--- config.mk ---
export PLATFORM = sky130hd
export DESIGN_NAME = ast_mux
export DESIGN_NICKNAME = d
export VERILOG_FILES = /design/src/rtl/ast_mux.sv
export SDC_FILE = /design/constraint.sdc
export NUM_CORES = 1
export LEC_CHECK = 0
export BUFFER_PORTS_ARGS = -buffer_cell sky130_fd_sc_hd__buf_4
export CAP_MARGIN = 15
export CORE_AREA = 2 2 156 158
export DETAILED_ROUTE_END_ITERATION = 10
export DIE_AREA = 0 0 158 160
export GPL_ROUTABILITY_DRIVEN = 0
export PLACE_DENSITY = 0.52
export SLEW_MARGIN = 20
export SYNTH_ARGS = -nofsm -noshare
export SYNTH_HDL_FRONTEND = slang
export SYNTH_SLANG_ARGS = --single-unit
--- constraint.sdc ---
create_clock -name clk_i -period 2.3 [get_ports clk_i]
set_clock_uncertainty 0.05 [all_clocks]
set_input_delay 0 -clock clk_i [delete_from_list [all_inputs] [get_ports clk_i]]
set_output_delay 0 -clock clk_i [all_outputs]
set_load 0.01 [all_outputs]
--- src/rtl/ast_mux.sv ---
// Avalon-ST packet mux: packet-atomic round-robin merge of RX_DIR sources onto one sink.
// Optional macro AST_MUX_CHANNEL_TAG_EN tags the granted source index into the low channel bits.
module ast_mux #(
   parameter int unsigned  DATA_WIDTH    = 64,
   parameter int unsigned  CHANNEL_WIDTH = 10,
   parameter int unsigned  RX_DIR        = 4,
   parameter int unsigned  DIR_SEL_WIDTH = $clog2(RX_DIR),
   localparam int unsigned EMPTY_WIDTH   = $clog2(DATA_WIDTH / 8)
) (
   input  logic                     clk_i,
   input  logic                     arst_n_i,
   input  logic [DATA_WIDTH-1:0]    ast_data_i          [RX_DIR-1:0],
   input  logic                     ast_startofpacket_i [RX_DIR-1:0],
   input  logic                     ast_endofpacket_i   [RX_DIR-1:0],
   input  logic                     ast_valid_i         [RX_DIR-1:0],
   input  logic [EMPTY_WIDTH-1:0]   ast_empty_i         [RX_DIR-1:0],
   input  logic [CHANNEL_WIDTH-1:0] ast_channel_i       [RX_DIR-1:0],
   output logic                     ast_ready_o         [RX_DIR-1:0],
   output logic [DATA_WIDTH-1:0]    ast_data_o,
   output logic                     ast_startofpacket_o,
   output logic                     ast_endofpacket_o,
   output logic                     ast_valid_o,
   output logic [EMPTY_WIDTH-1:0]   ast_empty_o,
   output logic [CHANNEL_WIDTH-1:0] ast_channel_o,
   input  logic                     ast_ready_i
);

   typedef enum logic {StIdle, StBusy} state_e;

   state_e                   state_q, state_d;
   logic [DIR_SEL_WIDTH-1:0] grant_q, grant_d;
   logic [DIR_SEL_WIDTH-1:0] last_grant_q, last_grant_d;
   logic [DATA_WIDTH-1:0]    data_q, data_d;
   logic                     sop_q, sop_d;
   logic                     eop_q, eop_d;
   logic                     valid_q, valid_d;
   logic [EMPTY_WIDTH-1:0]   empty_q, empty_d;
   logic [CHANNEL_WIDTH-1:0] channel_q, channel_d;
   logic [CHANNEL_WIDTH-1:0] chan_sel;
   logic                     out_free;
   logic                     accept;
   logic                     found;
   logic [DIR_SEL_WIDTH-1:0] idx;

   assign out_free = !valid_q || ast_ready_i;
   assign accept   = (state_q == StBusy) && ast_valid_i[grant_q] && out_free;

`ifdef AST_MUX_CHANNEL_TAG_EN
   if (CHANNEL_WIDTH <= DIR_SEL_WIDTH) begin : g_chan_width_check
      $error("ast_mux: CHANNEL_WIDTH must exceed DIR_SEL_WIDTH when tagging");
   end
   assign chan_sel = {ast_channel_i[grant_q][CHANNEL_WIDTH-1-DIR_SEL_WIDTH:0], grant_q};
`else
   assign chan_sel = ast_channel_i[grant_q];
`endif

   // Arbitration and packet tracking; search starts one past the last finished source.
   always_comb begin
      state_d      = state_q;
      grant_d      = grant_q;
      last_grant_d = last_grant_q;
      found        = 1'b0;
      idx          = '0;
      unique case (state_q)
         StIdle: begin
            for (int k = 1; k <= int'(RX_DIR); k++) begin
               idx = DIR_SEL_WIDTH'((int'(last_grant_q) + k) % int'(RX_DIR));
               if (!found && ast_valid_i[idx] && ast_startofpacket_i[idx]) begin
                  found   = 1'b1;
                  grant_d = idx;
               end
            end
            if (found) begin
               state_d = StBusy;
            end
         end
         StBusy: begin
            if (accept && ast_endofpacket_i[grant_q]) begin
               last_grant_d = grant_q;
               state_d      = StIdle;
            end
         end
         default: state_d = StIdle;
      endcase
   end

   // Idle drains orphan (non-SOP) beats; reset forces every ready low without a clock.
   always_comb begin
      for (int i = 0; i < int'(RX_DIR); i++) begin
         ast_ready_o[i] = 1'b0;
      end
      if (arst_n_i) begin
         if (state_q == StIdle) begin
            for (int i = 0; i < int'(RX_DIR); i++) begin
               ast_ready_o[i] = ast_valid_i[i] && !ast_startofpacket_i[i];
            end
         end else begin
            ast_ready_o[grant_q] = out_free;
         end
      end
   end

   always_comb begin
      valid_d   = valid_q;
      data_d    = data_q;
      sop_d     = sop_q;
      eop_d     = eop_q;
      empty_d   = empty_q;
      channel_d = channel_q;
      if (accept) begin
         valid_d   = 1'b1;
         data_d    = ast_data_i[grant_q];
         sop_d     = ast_startofpacket_i[grant_q];
         eop_d     = ast_endofpacket_i[grant_q];
         empty_d   = ast_empty_i[grant_q];
         channel_d = chan_sel;
      end else if (ast_ready_i) begin
         valid_d = 1'b0;
      end
   end

   always_ff @(posedge clk_i or negedge arst_n_i) begin
      if (!arst_n_i) begin
         state_q      <= StIdle;
         grant_q      <= '0;
         last_grant_q <= DIR_SEL_WIDTH'(RX_DIR - 1);
         valid_q      <= 1'b0;
         data_q       <= '0;
         sop_q        <= 1'b0;
         eop_q        <= 1'b0;
         empty_q      <= '0;
         channel_q    <= '0;
      end else begin
         state_q      <= state_d;
         grant_q      <= grant_d;
         last_grant_q <= last_grant_d;
         valid_q      <= valid_d;
         data_q       <= data_d;
         sop_q        <= sop_d;
         eop_q        <= eop_d;
         empty_q      <= empty_d;
         channel_q    <= channel_d;
      end
   end

   assign ast_data_o          = data_q;
   assign ast_startofpacket_o = sop_q;
   assign ast_endofpacket_o   = eop_q;
   assign ast_valid_o         = valid_q;
   assign ast_empty_o         = empty_q;
   assign ast_channel_o       = channel_q;

endmodule

* Word level (Yosys, flattened, before mapping)
Index checks and enable logic that the tools add are counted.
W data, S select, Z words.
** Operators by class
- Add/subtract/negate cells :: 4
- Magnitude comparators :: 6
- Multiplexer cells :: 49
- Bitwise logic cells :: 2
- Reduce and logical (&&, ||, !) cells :: 28
** Operators with widths (count)
- $bmux W64 S2 :: 1
- $mux W64 :: 1
- $mux W1 :: 24
- $bmux W1 S2 :: 11
- $bmux W10 S2 :: 1
- $logic_and A1 B1 Y1 :: 15
- $lt A2 B3 Y1 const B :: 5
- $mux W10 :: 1
- $logic_not A1 Y1 :: 8
- $mux W2 :: 4
- $mux W4 :: 2
- $bmux W3 S2 :: 1
- $add A2 B1 Y2 const B :: 2
- $add A2 B2 Y2 const B :: 2
- $and A4 B4 Y4 :: 1
- $reduce_and A2 Y1 :: 2
- $reduce_bool A4 Y1 :: 1
- $mux W3 :: 1
- $demux W1 S2 :: 1
- $ge A2 B1 Y1 const B :: 1
- $pmux W1 S2 :: 1
- $reduce_bool A2 Y1 :: 1
- $logic_or A1 B1 Y1 :: 1
- $not A1 Y1 :: 1
** Storage, ports and cells
- Bits in registers :: 85
- Bits of input ports :: 323
- Output and inout port bits :: 84
- Word-level logic and storage cells :: 98

* Longest topological paths before layout
Gate-level depths: netlist of run 1.
- Depth after elaboration :: 23
- Gate-level depth with buffers :: 6

* Least setup slack after synthesis of run 1
Ideal clock, no wire load.
- Path type :: reg-to-reg
- Start point :: reg grant_q[0]
- End point :: reg data_q[49], in the netlist ast_data_o[49]
- Arrival time :: 1614 ps
- Required time :: 2125 ps
- Path slack :: 511 ps
- Stages on the path, launching flop included :: 5
- Path buffers :: 2
- Cells stage by stage :: dfrtp_1 > buf_2 > buf_4 > mux4_2 > mux2_4
** On the way
- Word-level cells in the longest chain between the ends :: 4
** RTL lines
- from (decl) :: line 31 : logic [DIR_SEL_WIDTH-1:0] grant_q, grant_d;
- from (signal assigned) :: line 135 : grant_q <= grant_d;
- $bmux W1 S2 :: line 46 : assign accept = (state_q == StBusy) && ast_valid_i[grant_q] && out_free;
- $mux W1 (not written as such) :: line 46
- $logic_and A1 B1 Y1 (2 in a row) :: line 46
- to (signal assigned) :: line 138 : data_q <= data_d;
- to (decl) :: line 33 : logic [DATA_WIDTH-1:0] data_q, data_d;
Several ways; a longest one is shown, not always the timed one. The select of a mux whose other input is x is not followed.
A chain may end at the register's enable or synchronous reset.

==> results of run 1 <==
[cells in the mapped netlist, types with 2 or more instances]
master,count,area share [%]
dfrtp_1,83,39
buf_2,3,0.28
nor2_1,4,0.28
a2bb2oi_1,2,0.33
clkbuf_1,7,0.50
dfstp_2,2,0.99
nand3_1,2,0.19
nand2_1,12,0.85
buf_4,13,1.8
inv_1,2,0.14
a21oi_1,3,0.28
nand4_1,2,0.24
mux2_2,70,15
and2_1,2,0.24
a31oi_1,2,0.24
mux4_2,80,34
o21ai_0,6,0.57
buf_1,2,0.14
mux2_4,9,2.5
[what timing repair did]
| action | in CTS | in global routing |
|---|---|---|
| gates resized for setup | 0 | 0 |
| hold buffers | 3 | 0 |
| setup endpoints to repair | 0 | 0 |
| buffers inserted | 0 | 0 |
| hold endpoints to repair | 86 | 0 |
[layer usage]
metal | share of wire (%) | wire (um) | track usage, %
met2 | 51 | 9955 | 26.66
met1 | 38 | 7410 | 17.39
met3 | 8.8 | 1704 | 4.152
met5 | 0 | 0 | 0
met4 | 1.5 | 293 | 3.604
[path summary, 6_finish.rpt]
| path | startpoint | endpoint | slack, ns | depth (start not counted) |
|---|---|---|---|---|
| worst min register to register | ast_endofpacket_o | ast_endofpacket_o | 0.45 | 2 |
| worst max register to register | grant_q[1] | ast_data_o[27] | 0.28 | 4 |
| max in group asynchronous | arst_n_i | ast_data_o[25] | 1.51 | 3 |
| worst max-delay path | grant_q[1] | ast_ready_o[2] | 0.27 | 5 |
| min in group clk_i | ast_valid_i[1] | grant_q[1] | 0.04 | 4 |
| worst min-delay path | arst_n_i | ast_data_o[57] | 0.01 | 2 |
[sequential cells by signal (all words and copies together), names as in the netlist]
signal / count
grant_q: 2
ast_data_o: 64
last_grant_q: 2
ast_endofpacket_o: 1
ast_empty_o: 3
ast_channel_o: 10
ast_valid_o: 1
state_q: 1
ast_startofpacket_o: 1
[kinds of logic (layout without fill, tap and decap cells)]
kind of cell,count (synthesis),count (layout),synth area share [%]
simple gates,29,29,2.710
flops,85,85,40.11
xor+xnor,1,1,0.1650
buf+inv,29,433,3.394
compound gates,19,19,2.286
mux,159,159,51.33
[cell type report]
| cell class | instances | area, um2 | area share [%] |
|---|---|---|---|
| Tap cell | 324 | 405.4 | 4.479 |
| Sequential cell | 85 | 2137 | 23.61 |
| Inverter | 2 | 7.507 | 0.08295 |
| Timing Repair Buffer | 415 | 3198 | 35.34 |
| Multi-Input combinational cell | 208 | 3007 | 33.22 |
| Clock buffer | 13 | 250.2 | 2.765 |
| Clock inverter | 3 | 45.04 | 0.4977 |
[power by group through the flow]
stage                     Combinational (mW)  Clock (mW)  Sequential [mW]
after floorplan                         3.51           0             3.05
after global placement                  6.04           0             2.81
after detailed placement                6.16           0             2.82
after CTS                               6.17        1.54             2.81
after global routing                    6.46        1.63             2.91
final                                   6.02        1.47             2.79
==> results.sh, run 1 <==
export IMPL_drc=0
export IMPL_crit_buf_inv=3
export IMPL_clkTransAtPathRegs_ns=0.06
export IMPL_diodes=0
export IMPL_finalCritPeriodShare_pct=88.27
export IMPL_yosysWarnings=0
export IMPL_ioPinCount=407
export IMPL_start_util_pct=22.29
export IMPL_hpwl_mm=15.66
export IMPL_die_area_um2=25280
export IMPL_grt_pass1_wl_mm=28.75
export IMPL_critPathKind="flip-flop to output pin"
export IMPL_postSynth_asyncResetShare_pct=100.0
export IMPL_dpl_worst_slack_ns=0.2691
export IMPL_cts_max_level=3
export IMPL_grt_util_all_layers_pct=14.85
export IMPL_p_switching_mw=3.451
export IMPL_grt_overflow=0
export IMPL_n_fill_cell=2370
export IMPL_totalWireLength_mm=19.36
export IMPL_instances_no_fill=1050
export IMPL_die_h_um=160
export IMPL_internal_power_mw=6.826
export IMPL_insertion_delay_ns=0.34
export IMPL_slew_headroom_pct=62.39
export IMPL_synth_nets=645
export IMPL_wire_per_inst_um=18.44
export IMPL_final_cell_mix="buf_4 (406), dfrtp_1 (81), mux4_2 (80)"
export IMPL_status="finished clean"
export IMPL_nNetsFinal=1044
export IMPL_drt_initial_drc_count=162
export IMPL_finalHoldViolCount=0
export IMPL_start_kind="flip-flop"
export IMPL_root_buffer="clkbuf_16"
export IMPL_port_buffers=406
export IMPL_yosysUniqueCellTypes=35
export IMPL_end_kind="output pin"
export IMPL_p_leak_nw=4.150
export IMPL_powerDensity_nw_per_um2=1136
export IMPL_total_power_mw=10.28
export IMPL_syn_area_per_cell_um2=16.49
export IMPL_drv_cap=0
export IMPL_arrival_ns=1.98
export IMPL_worst_hold_slack_ns=0.01068
export IMPL_p_seq_share_pct=27.2
export IMPL_cp_slowest_cell="dfrtp_4"
export IMPL_placedCellCount=1031
export IMPL_tightestPinTransition_ns=0.5642
export IMPL_setup_slack_ns=0.2697
export IMPL_path_cells="buf_12, inv_1, or3_1, a21boi_0, buf_4"
export IMPL_cts_buffers=9
export IMPL_antenna_found_initial=0
export IMPL_area_delta_synth_final_pct=70.47
export IMPL_period_minus_slack_ns=2.030
export IMPL_ys_flop_type="dfrtp_1"
export IMPL_fp_row_count=57
export IMPL_core_area_um2=23820
export IMPL_grt_max_degree=83
export IMPL_syn_inst=322
export IMPL_finalSetupViolCount=0
export IMPL_final_common_cell="buf_4"
export IMPL_finalSetupTns_ns=0
export IMPL_rsz0062_at_grt="false"
export IMPL_ant_nets=0
export IMPL_power_frac_comb_pct=58.5
export IMPL_cp_top_family="buffers and inverters"
export IMPL_ys_seq_area_share_pct=40.11
export IMPL_vias=4694
export IMPL_synth_seq_cells=85
export IMPL_first_pass_iters=4
export IMPL_pwr_share_clk_pct=14.3
export IMPL_layout_drive_gt1_share_pct=81.13
export IMPL_peakVddDrop_uv=475.9
export IMPL_critPathMaxFanout=82
export IMPL_cts_sinks=85
export IMPL_required_ns=2.25
export IMPL_hp_class="input pin to asynchronous set/reset pin"
export IMPL_grt_pass1_vias=5314
export IMPL_final_util_pct=37.99
export IMPL_switching_share_pct=33.58
export IMPL_avgViaCountPerCell=4.470
export IMPL_max_freq_mhz=492.5
export IMPL_final_max_slew_viol_count=0
export IMPL_cts_buffer_depth=2
export IMPL_syn_area_um2=5309
export IMPL_place_area_um2=8725
export IMPL_die_w_um=158
export IMPL_cts_tree="built"
export IMPL_crit_path_max_incr_delay_ns=0.43
export IMPL_synth_edff_count=0
export IMPL_fin_area_um2=9050
Power figures use the tool's default switching activity.
==> inputs of run 2 (changes only) <==
RECOVER_POWER = 100   (was unset)
==> run 2 against run 1 <==
Compared with the run above: die area did not move; utilization fell by 1.5 points; via count fell by 0.92%; worst setup slack got worse by 0.093 ns; global-route usage did not move; first-iteration DRC count fell by 12%; clock-buffer cell count did not move; cell count did not move; non-clock buffer count did not move; sequential cell count did not move; critical path depth fell by 1; clock power barely moved.
==> results.sh, run 2 (same netlist as run 1, synthesis figures left out) <==
export IMPL_hold_depth=4
export IMPL_hp_class="input pin to flip-flop"
export IMPL_r2r_cells=4
export IMPL_total_power_mw=9.553
export IMPL_drv_cap=0
export IMPL_diodes=0
export IMPL_powerDensity_nw_per_um2=1098
export IMPL_final_max_slew_viol_count=0
export IMPL_max_freq_mhz=470.9
export IMPL_finalCritPeriodShare_pct=92.32
export IMPL_setup_slack_ns=0.1766
export IMPL_p_leak_nw=3.814
export IMPL_peakVddDrop_uv=456.1
export IMPL_grt_pass1_vias=5314
export IMPL_grt_util_all_layers_pct=14.85
export IMPL_rsz0062_at_grt="false"
export IMPL_placedCellCount=1031
export IMPL_drt_initial_drc_count=142
export IMPL_die_area_um2=25280
export IMPL_largest_register_ff_count=64
export IMPL_antenna_found_initial=0
export IMPL_nNetsFinal=1044
export IMPL_grt_pass1_wl_mm=28.75
export IMPL_final_util_pct=36.54
export IMPL_required_ns=2.47
export IMPL_core_area_um2=23820
export IMPL_die_h_um=160
export IMPL_r2r_end="ast_data_o[27]"
export IMPL_cts_tree="built"
export IMPL_area_delta_synth_final_pct=63.94
export IMPL_arrival_ns=2.30
export IMPL_cts_max_level=3
export IMPL_fin_area_um2=8703
export IMPL_ant_nets=0
export IMPL_period_minus_slack_ns=2.123
export IMPL_avgViaCountPerCell=4.430
export IMPL_cts_sinks=85
export IMPL_vias=4651
export IMPL_fp_row_count=57
export IMPL_totalWireLength_mm=19.33
export IMPL_postCtsSetupRepairBufs=0
export IMPL_wire_per_inst_um=18.41
export IMPL_hpwl_mm=15.66
export IMPL_final_cell_mix="buf_4 (323), clkbuf_1 (85), dfrtp_1 (81)"
export IMPL_instances_no_fill=1050
export IMPL_worst_hold_slack_ns=0.03100
export IMPL_critPathMaxFanout=39
export IMPL_place_area_um2=8725
export IMPL_first_pass_iters=4
export IMPL_grt_overflow=0
export IMPL_layout_drive_gt1_share_pct=69.01
export IMPL_finalHoldViolCount=0
export IMPL_postCtsHoldBufs=3
export IMPL_finalSetupViolCount=0
export IMPL_tightestPinTransition_ns=0.8579
export IMPL_end_kind="flip-flop"
export IMPL_final_common_cell="buf_4"
export IMPL_hold_end="grant_q[1]"
export IMPL_cts_resized=0
export IMPL_min_from="ast_valid_i[1]"
export IMPL_root_buffer="clkbuf_16"
export IMPL_reg2reg_from="grant_q[1]"
export IMPL_ioPinCount=407
export IMPL_status="finished clean"
export IMPL_drc=0
export IMPL_port_buffers=406
export IMPL_clkTransAtPathRegs_ns=0.06
export IMPL_insertion_delay_ns=0.34
export IMPL_start_util_pct=22.29
export IMPL_dpl_worst_slack_ns=0.2691
export IMPL_critPathKind="flip-flop to flip-flop"
export IMPL_cts_buffers=9
export IMPL_grt_max_degree=83
export IMPL_slew_headroom_pct=42.81
export IMPL_start_kind="flip-flop"
export IMPL_finalSetupTns_ns=0
export IMPL_die_w_um=158
export IMPL_rrSetupSlack_ns=0.18
export IMPL_cts_buffer_depth=2
-- run 2: cell types whose count changed in the layout (fill, tap and decap cells not counted) --
cell	previous run	this run
clkbuf_2	0	1
mux2_4	9	3
buf_8	0	1
buf_6	0	1
and2_1	2	1
buf_12	6	4
mux2_1	0	6
buf_4	406	323
and2_0	0	1
clkbuf_1	3	85
-- run 2: layout make-up --
| cell class | count | area (um2) |
|---|---|---|
| fillers | 2462 | 15120 |
| multi-input cells | 208 | 2984 |
| clock buffers | 13 | 250.2 |
| clock inverters | 3 | 45.04 |
| flip-flops and latches | 85 | 2137 |
| repair buffers | 415 | 2874 |
| inverters | 2 | 7.507 |
| well taps | 324 | 405.4 |
-- run 2: where the power goes --
part	internal (mW)	leakage [nW]	total [mW]	switching [mW]
clock network	0.873	0.136	1.46	0.591
logic	2.95	2.69	5.31	2.37
registers	2.32	0.993	2.77	0.457
total	6.14	3.81	9.55	3.41
-- run 2: routing by layer --
layer	GRT usage, %	vias to the layer above	part of all wire [%]
li1	-	2110	-
met1	17.39	2260	38
met2	26.66	259	51
met3	4.152	22	9.2
met4	3.604	0	1.6
met5	0	-	0
-- run 2: worst max-delay path, stage by stage (launching register included) --
cell     delay [ns]
dfrtp_4        0.43
mux4_2         0.56
nand3_4        0.20
buf_6          0.35
mux2_2         0.39
-- run 2: worst max-delay path by stage --
stage | from | cells past startpoint | endpoint
floorplan | grant_q[0] | 4 | ast_data_o[49]
global placement | grant_q[1] | 4 | ast_data_o[42]
finish | grant_q[1] | 4 | ast_data_o[27]
CTS | grant_q[1] | 5 | ast_ready_o[2]
detailed placement | grant_q[1] | 4 | ast_data_o[45]
global route | grant_q[1] | 5 | ast_ready_o[2]
==> inputs of run 3 (changes only) <==
==> constraint.sdc (replaced) <==
create_clock -name clk_i -period 2.3 [get_ports clk_i]
set_clock_uncertainty 0.05 [all_clocks]
set_input_delay 0.345 -clock clk_i [delete_from_list [all_inputs] [get_ports clk_i]]
set_output_delay 0.345 -clock clk_i [all_outputs]
set_load 0.01 [all_outputs]
==> run 3 against run 2 <==
Compared with the run above: the run now ends with capacitance limit, slew limit left; power increased by 2.9%; worst setup slack improved by 0.0013 ns; sequential cell count unchanged; fmax about the same; worst hold slack improved by 0.084 ns; register-to-register slack about the same; critical path depth increased by 1; sequential power about the same; via count increased by 3.9%; die area unchanged; utilization increased by 0.29 points; design area increased by 0.79%; critical path type unchanged; largest cell class unchanged.
==> results.sh, run 3 (same netlist as run 1, synthesis figures left out) <==
export IMPL_drc=0
export IMPL_wire_per_inst_um=19.55
export IMPL_die_area_um2=25280
export IMPL_r2r_cells=5
export IMPL_die_w_um=158
export IMPL_vias=4831
export IMPL_finalSetupTns_ns=0
export IMPL_grt_overflow=0
export IMPL_max_freq_mhz=471.2
export IMPL_layout_drive_gt1_share_pct=69.85
export IMPL_antenna_found_initial=1
export IMPL_ant_nets=0
export IMPL_end_kind="flip-flop"
export IMPL_finalCritPeriodShare_pct=92.26
export IMPL_total_power_mw=9.833
export IMPL_required_ns=2.47
export IMPL_cts_buffer_depth=2
export IMPL_grt_max_degree=58
export IMPL_start_util_pct=22.29
export IMPL_final_max_slew_viol_count=58
export IMPL_period_minus_slack_ns=2.122
export IMPL_core_area_um2=23820
export IMPL_avgViaCountPerCell=4.570
export IMPL_area_delta_synth_final_pct=65.24
export IMPL_cts_tree="built"
export IMPL_grt_util_all_layers_pct=15.84
export IMPL_final_common_cell="buf_4"
export IMPL_insertion_delay_ns=0.34
export IMPL_tightestPinTransition_ns=1.552
export IMPL_final_cell_mix="buf_4 (333), clkbuf_1 (83), dfrtp_1 (81)"
export IMPL_critPathMaxFanout=41
export IMPL_port_buffers=406
export IMPL_first_pass_iters=5
export IMPL_grt_pass1_wl_mm=30.24
export IMPL_finalSetupViolCount=0
export IMPL_fp_row_count=57
export IMPL_final_util_pct=36.83
export IMPL_instances_no_fill=1057
export IMPL_peakVddDrop_uv=633.2
export IMPL_start_kind="flip-flop"
export IMPL_hpwl_mm=16.36
export IMPL_failed_checks="capacitance limit, slew limit"
export IMPL_rsz0062_at_grt="false"
export IMPL_diodes=0
export IMPL_p_leak_nw=3.870
export IMPL_n_fill_cell=2433
export IMPL_placedCellCount=1039
export IMPL_seqCellArea_um2=2135
export IMPL_status="finished with violations"
export IMPL_finalHoldViolCount=0
export IMPL_hp_class="input pin to asynchronous set/reset pin"
export IMPL_totalWireLength_mm=20.66
export IMPL_slew_headroom_pct=-3.459
export IMPL_ioPinCount=407
export IMPL_postCtsHoldBufs=0
export IMPL_grt_pass1_vias=5466
export IMPL_cts_buffers=9
export IMPL_die_h_um=160
export IMPL_drv_cap=1
export IMPL_critPathKind="flip-flop to flip-flop"
export IMPL_root_buffer="clkbuf_16"
export IMPL_multi_input_area_um2=2980
export IMPL_largest_register_ff_count=64
export IMPL_drt_initial_drc_count=243
export IMPL_clkTransAtPathRegs_ns=0.07
export IMPL_cts_sinks=85
export IMPL_cts_max_level=3
export IMPL_nNetsFinal=1051
export IMPL_arrival_ns=2.29
export IMPL_powerDensity_nw_per_um2=1121
export IMPL_worst_hold_slack_ns=0.1154
-- run 3: changes by cell type in the layout (fill, tap and decap cells not counted), sizes merged --
cell         delta
buf             +8
dlygate4sd3     -3
clkbuf          -2
clkinv          +2
inv             +2
bufbuf          +1
clkinvlp        -1
-- run 3: path summary, 6_finish.rpt --
check / slack [ns] / to / start
worst min-delay path: 0.12 / state_q / arst_n_i
worst max register to register: 0.18 / ast_data_o[31] / grant_q[1]
max in group asynchronous: 0.69 / ast_data_o[39] / arst_n_i
min in group clk_i: 0.33 / ast_valid_o / ast_ready_i
worst min register to register: 0.44 / ast_data_o[54] / ast_data_o[54]
worst max-delay path: 0.18 / ast_data_o[31] / grant_q[1]
-- run 3: metrics by stage --
step | setup WS (ns) | area [um2]
4_1_cts | 0.06551 | 9115
3_5_place_dp | 0.2827 | 8760
2_1_floorplan | 0.4410 | 5309
3_3_place_gp | 0.3343 | 8760
5_1_grt | 0.06116 | 8772
6_report | 0.1779 | 8772
-- run 3: per-layer routing --
layer  GRT usage [%]  up-vias  routed length, um
met5               0        -                 13
met4           3.563        2                302
met3           4.261       21               1728
met2           30.04      264              11120
met1           17.37     2421               7496
li1                -     2123                  -
-- run 3: cell type report --
type                       count  share of cell area, %
clock buffer                  10                  2.724
clock inverter                 6                 0.7845
inverter                       2                0.08558
multi-input combinational    208                  33.98
sequential                    85                  24.33
tap                          324                  4.621
timing repair buffer         422                  33.48
-- run 3: critical path, cell delays in order, from the launching register on --
cell and delay (ns):
dfrtp_4 0.50, buf_4 0.17, mux4_2 0.48, nand3_4 0.14
buf_12 0.24, mux2_2 0.38
-- run 3: repair_timing --
action,4_1_cts,5_1_grt
gates resized for setup,1,1
pin swaps,0,0
endpoints found under the setup margin,1,1
gates cloned,1,0
setup buffers,1,0
-- run 3: report_power, final --
| group | total, mW | switching, mW | leakage [nW] | internal, mW |
|---|---|---|---|---|
| sequential | 2.80 | 0.486 | 0.993 | 2.31 |
| clock | 1.54 | 0.662 | 0.149 | 0.881 |
| combinational | 5.49 | 2.42 | 2.73 | 3.08 |
| total | 9.83 | 3.56 | 3.87 | 6.27 |
